File: src/rtl/return_address_stack.sv
// Return-address LIFO for CALL/RET. Pop is read-then-pop: top_data shows the
// entry being popped in the request cycle. Overflow and underflow flags are sticky.
module return_address_stack #(
   parameter int DATA_WIDTH = 16,
   parameter int DEPTH      = 16
) (
   input  logic                       clk,
   input  logic                       rst,
   input  logic                       stack_write_enable,
   input  logic                       stack_control,
   input  logic [DATA_WIDTH-1:0]      push_data,
   output logic [DATA_WIDTH-1:0]      top_data,
   output logic [$clog2(DEPTH):0]     count,
   output logic                       empty,
   output logic                       full,
   output logic                       overflow,
   output logic                       underflow
);

   localparam int AW = $clog2(DEPTH);
   localparam int SW = AW + 1;
   localparam logic [SW-1:0] DEPTH_C = SW'(DEPTH);

   logic [DATA_WIDTH-1:0] r_mem [DEPTH];
   logic [SW-1:0]         r_sp;
   logic                  r_overflow;
   logic                  r_underflow;

   logic                  w_empty;
   logic                  w_full;
   logic                  w_push_req;
   logic                  w_pop_req;
   logic [SW-1:0]         w_sp_dec;
   logic [AW-1:0]         w_top_idx;
   logic [AW-1:0]         w_wr_idx;

   assign w_empty    = (r_sp == '0);
   assign w_full     = (r_sp == DEPTH_C);
   assign w_push_req = stack_write_enable && !stack_control;
   assign w_pop_req  = stack_write_enable &&  stack_control;
   assign w_sp_dec   = r_sp - 1'b1;
   assign w_top_idx  = w_sp_dec[AW-1:0];
   assign w_wr_idx   = r_sp[AW-1:0];

   // Storage is not reset; reset still blocks the write so a colliding push is discarded.
   always_ff @(posedge clk) begin
      if (!rst && w_push_req && !w_full) begin
         r_mem[w_wr_idx] <= push_data;
      end
   end

   always_ff @(posedge clk) begin
      if (rst) begin
         r_sp        <= '0;
         r_overflow  <= 1'b0;
         r_underflow <= 1'b0;
      end else begin
         if (w_push_req) begin
            if (w_full) begin
               r_overflow <= 1'b1;
            end else begin
               r_sp <= r_sp + 1'b1;
            end
         end else if (w_pop_req) begin
            if (w_empty) begin
               r_underflow <= 1'b1;
            end else begin
               r_sp <= w_sp_dec;
            end
         end
      end
   end

   // Masked to zero when empty so a popped-away entry is never visible.
   assign top_data  = w_empty ? '0 : r_mem[w_top_idx];
   assign count     = r_sp;
   assign empty     = w_empty;
   assign full      = w_full;
   assign overflow  = r_overflow;
   assign underflow = r_underflow;

endmodule
File: config.mk
export PLATFORM = sky130hd
export DESIGN_NAME = return_address_stack
export DESIGN_NICKNAME = d
export VERILOG_FILES = /design/src/rtl/return_address_stack.sv
export SDC_FILE = /design/constraint.sdc
export NUM_CORES = 1
export LEC_CHECK = 0
export CAP_MARGIN = 20
export CELL_PAD_IN_SITES_DETAIL_PLACEMENT = 2
export CELL_PAD_IN_SITES_GLOBAL_PLACEMENT = 2
export CORE_MARGIN = 10
export CORE_UTILIZATION = 45
export DETAILED_ROUTE_END_ITERATION = 16
export GPL_ROUTABILITY_DRIVEN = 0
export PLACE_DENSITY_LB_ADDON = 0.1
export REMOVE_ABC_BUFFERS = 1
export SYNTH_ARGS = -nofsm -noshare
export SYNTH_HDL_FRONTEND = slang
export SYNTH_SLANG_ARGS = --single-unit
File: constraint.sdc
create_clock -name clk -period 9.4 [get_ports clk]
set_clock_uncertainty 0.15 [all_clocks]
set_input_delay 2.82 -clock clk [delete_from_list [all_inputs] [get_ports clk]]
set_output_delay 2.82 -clock clk [all_outputs]
set_load 0.02 [all_outputs]
==> flow_results.org <==
** Synthesis
- A synthesized cell averages 22.1 um^2.
- Number of different library cells in the post-synthesis netlist :: 35
- Number of standard cells after synthesis :: 467
- The biggest area contributor in the post-synthesis netlist is sky130_fd_sc_hd__edfxtp_1.
- After synthesis, flip-flops and latches occupy 75.9% of the total area.
- After synthesis, the largest area contributor takes up 74.5% of total cell area.
- During synthesis, Yosys emitted a total of 0 warnings.
- The synthesized design contains 263 register bits.
- After synthesis, the cell types taking the most area are sky130_fd_sc_hd__edfxtp_1, sky130_fd_sc_hd__mux4_2, sky130_fd_sc_hd__mux2i_1.
- Post-synthesis cell area :: 10,300 um^2

** Floorplan
- In this run the core area contains 55 standard-cell rows.
- Die area :: 29,400 um^2
- The initial utilization of the core area, before any placement, comes to 45.7%.
- Die width :: 171 um
- Placeable Area :: 22,600 um^2
- 45 I/O pins were placed.
- Measured along the y axis, the die boundary spans 171 um.

** Worst setup path
- The critical path in this run is classified as reg -> out.
- Cell with the largest stage delay on the worst path :: sky130_fd_sc_hd__ha_2
- Req. time, crit path :: 6.43 ns
- Bufs and invs on worst path :: 3
- Worst-path cell chain :: inv_1, ha_2, buf_4, mux4_2, mux2i_1, o22ai_1, clkdlybuf4s50_1
- STA classifies the critical path endpoint as an output pin.
- Endpoint of the worst register-to-register path :: r_mem[3][11]$_DFFE_PP_
- Along the worst path, the maximum fanout reaches 44.
- CP Launch Type :: flip-flop
- R2R Path Start :: count[0]$_SDFFE_PP0P_
- Biggest cell delay along the critical path :: 0.75 ns
- Cell class contributing the biggest share of worst-path delay :: buffers and inverters
- Worst Path Arrival :: 4.14 ns
- Worst R2R Setup Slack :: 6.28 ns
- Worst r2r path cells :: 5

** Pwr
- Clock power share :: 32.2%
- In this run the power density over the cells is 253 nW/um^2.
- Final Power :: 0.00305 W
- Total internal power :: 0.00221 W
- Leak :: 3.80 nW
- Worst vdd rail ir drop :: 0.280 mV
- Net switching component of the power :: 0.000839 W
- In this run switching power makes up 27.5% of total power.
- Fraction of power consumed by sequential logic :: 43.6%
- Combinational Power Share :: 24.2%

** Worst hold path
- In this run the most critical hold path is launched from overflow$_SDFFE_PP0P_.
- Hold depth :: 2
- Class of the tightest hold or removal check :: reg -> reg
- Worst Hold End :: overflow$_SDFFE_PP0P_

** Clock tree
- Post_cts resized :: 0
- Number of buffers inserted during clock tree synthesis :: 28
- Sink count of the clock tree :: 263
- Counting along the longest clock path gives a buffer depth of 3.
- Hold repair after CTS inserted 0 buffers.
- Level count of the clock H-tree :: 1
- TritonCTS clock tree :: done
- Cell chosen for the clock root :: sky130_fd_sc_hd__clkbuf_16
- The number of setup buffers added after CTS is 0.
- After clock tree synthesis, the clock-pin slew on the worst setup and hold paths is 0.05 ns.
- The later pin in the worst-skew pair is clocked with a latency of 0.53 ns.

** Drt
- The first routing iteration left 341 violations.
- After detailed routing, the number of remaining DRC violations is 0.
- DR vias/cell :: 5.79
- Post-DR wirelength/cell :: 29.7 um
- Pre-antenna DRT Iters :: 4
- Number of routed nets with antenna violations :: 0
- The detailed router placed 4,862 vias in this run.
- Wires add up to 25,000 um.

** Global routing
- The first global-routing pass estimated 37,400 um of wire.
- Total grt overflow :: 0
- The number of global-route vias before repair was 5,502.
- The initial antenna violation count was 0.
- Maximum number of pins on one net before global-route repair :: 46
- Global routing usage summed across all routing layers :: 17.5%

** Timing
- The final count of hold timing violations came to 0.
- Across all hold checks on the routed design, the worst slack comes to 0.341 ns.
- For the finished layout, the period the worst path requires is 7.11 ns.
- Derived from the worst setup path, the maximum achievable clock frequency is 0.141 GHz.
- Part of the cycle the worst path needs :: 75.6%
- Headroom to the max-slew limit came out at 32.2%.
- Setup violations remaining at the end of the flow were counted as 0.
- Transition at the pin with the smallest max-transition slack :: 1.02 ns
- Slew Limit Fails :: 0
- RSZ-0062 raised after global routing :: no
- Adding up every negative setup slack in the final design gives 0 ns.

** Place
- Placed wire-length estimate after detailed placement :: 15,200 um
- Counting tap cells, the placed design contains a total of 791 instances.
- IO Port Bufs :: 44

** Finish
- Inserted Diodes :: 0
- For this run, the post-layout net count is 562.
- Most common library cell in the layout ignoring fill and taps :: sky130_fd_sc_hd__edfxtp_1
- Count of non-filler cells in the finished layout :: 840
- At the end of the flow the core is filled with cells to 53.2%.
- Share of post-route cells with drive strength above 1 :: 23.4%
- Most used cells in the layout excluding fill and tap cells :: sky130_fd_sc_hd__edfxtp_1, sky130_fd_sc_hd__mux4_2, sky130_fd_sc_hd__clkdlybuf4s50_1, sky130_fd_sc_hd__mux2i_1, sky130_fd_sc_hd__clkbuf_16
- Layout area overhead :: 16.5%

** Run
- Max-cap violations in this run came to 0.

** Status
- The flow ran to the end, and the final reports show no timing, DRC or antenna violations.
registers in the layout, indices dropped and copies added, names as in the netlist:
name       cells
count          5
overflow       1
r_mem        256
underflow      1
how the worst max path moves through the flow:
| stage | start | end | slack [ns] | cells after the start |
|---|---|---|---|---|
| floorplan | count[0]$_SDFFE_PP0P_ | top_data[0] | 0.39 | 5 |
| global placement | count[0]$_SDFFE_PP0P_ | top_data[7] | 2.70 | 7 |
| detailed placement | count[0]$_SDFFE_PP0P_ | top_data[9] | 2.73 | 7 |
| CTS | count[0]$_SDFFE_PP0P_ | top_data[9] | 2.16 | 7 |
| global route | count[0]$_SDFFE_PP0P_ | top_data[9] | 2.05 | 7 |
| finish | count[0]$_SDFFE_PP0P_ | top_data[9] | 2.29 | 7 |
cells by family (layout without fill, tap and decap cells):
| logic type | Yosys count | after routing | share of synthesized area [%] |
|---|---|---|---|
| fa+ha+maj | 5 | 5 | 0.607 |
| xor+xnor | 5 | 5 | 0.498 |
| compound gates | 27 | 27 | 1.76 |
| flops | 263 | 263 | 75.9 |
| mux | 100 | 100 | 17.5 |
| simple gates | 39 | 39 | 2.22 |
| buf+inv | 28 | 116 | 1.54 |
synthesized netlist by cell type:
cell type	count
sky130_fd_sc_hd__edfxtp_1	256
sky130_fd_sc_hd__mux4_2	64
sky130_fd_sc_hd__mux2i_1	36
sky130_fd_sc_hd__o22ai_1	16
sky130_fd_sc_hd__and2_1	15
sky130_fd_sc_hd__buf_2	13
sky130_fd_sc_hd__nor2_1	8
sky130_fd_sc_hd__dfxtp_1	7
sky130_fd_sc_hd__ha_1	5
sky130_fd_sc_hd__a21oi_1	4
sky130_fd_sc_hd__buf_6	4
sky130_fd_sc_hd__buf_1	3
sky130_fd_sc_hd__inv_1	3
sky130_fd_sc_hd__nor3_1	3
sky130_fd_sc_hd__nor3b_1	3
sky130_fd_sc_hd__xnor2_1	3
sky130_fd_sc_hd__buf_4	2
sky130_fd_sc_hd__clkbuf_1	2
sky130_fd_sc_hd__nor2b_1	2
sky130_fd_sc_hd__o21ai_1	2
sky130_fd_sc_hd__or3_1	2
sky130_fd_sc_hd__a2111oi_2	1
sky130_fd_sc_hd__a2bb2oi_1	1
sky130_fd_sc_hd__a31oi_1	1
sky130_fd_sc_hd__and3_1	1
sky130_fd_sc_hd__inv_2	1
sky130_fd_sc_hd__nand2_1	1
sky130_fd_sc_hd__nand2b_2	1
sky130_fd_sc_hd__nand3_1	1
sky130_fd_sc_hd__nor3_2	1
sky130_fd_sc_hd__o21ai_0	1
sky130_fd_sc_hd__o21ai_4	1
sky130_fd_sc_hd__or3b_1	1
sky130_fd_sc_hd__xnor2_2	1
sky130_fd_sc_hd__xor2_1	1
per-layer routing:
layer | vias to the layer above | global-route usage (%) | share of wire [%]
met3 | 41 | 2.64 | 4.7
met5 | - | 0 | 0
met1 | 2632 | 23.3 | 43
met4 | 0 | 4.65 | 2.4
met2 | 101 | 29.4 | 50
li1 | 2088 | - | -
worst register-to-register path, delay by kind of cell, from the launching register on:
family / cells / cell delay, ns
adders and majority gates: 1 / 0.30
buffers and inverters: 2 / 0.54
DFF: 1 / 0.65
and+or+nand+nor: 1 / 0.64
AOI/OAI and AO/OA: 1 / 0.53
power by group through the flow:
stage          clock [W]  combinational [W]  sequential [W]
3_3_place_gp           0           0.000735         0.00135
5_1_grt          0.00105           0.000791         0.00133
2_1_floorplan          0           0.000470         0.00137
6_report        0.000980           0.000737         0.00133
3_5_place_dp           0           0.000754         0.00135
4_1_cts          0.00100           0.000758         0.00133
layout make-up:
class | count | area [um^2]
clock buffer | 37 | 756
timing repair buffer | 64 | 648
clock inverter | 11 | 50.0
tap | 285 | 357
fill | 1908 | 10600
multi-input combinational | 176 | 2360
inverter | 4 | 15.0
sequential | 263 | 7830
metrics by stage:
stage               cell area [um^2]  setup WS (ns)
floorplan                      10200          0.389
global placement               11100           2.70
detailed placement             11200           2.73
CTS                            12000           2.16
global route                   12000           2.05
finish                         12000           2.29
No activity file was read; power rests on OpenSTA's default activity.
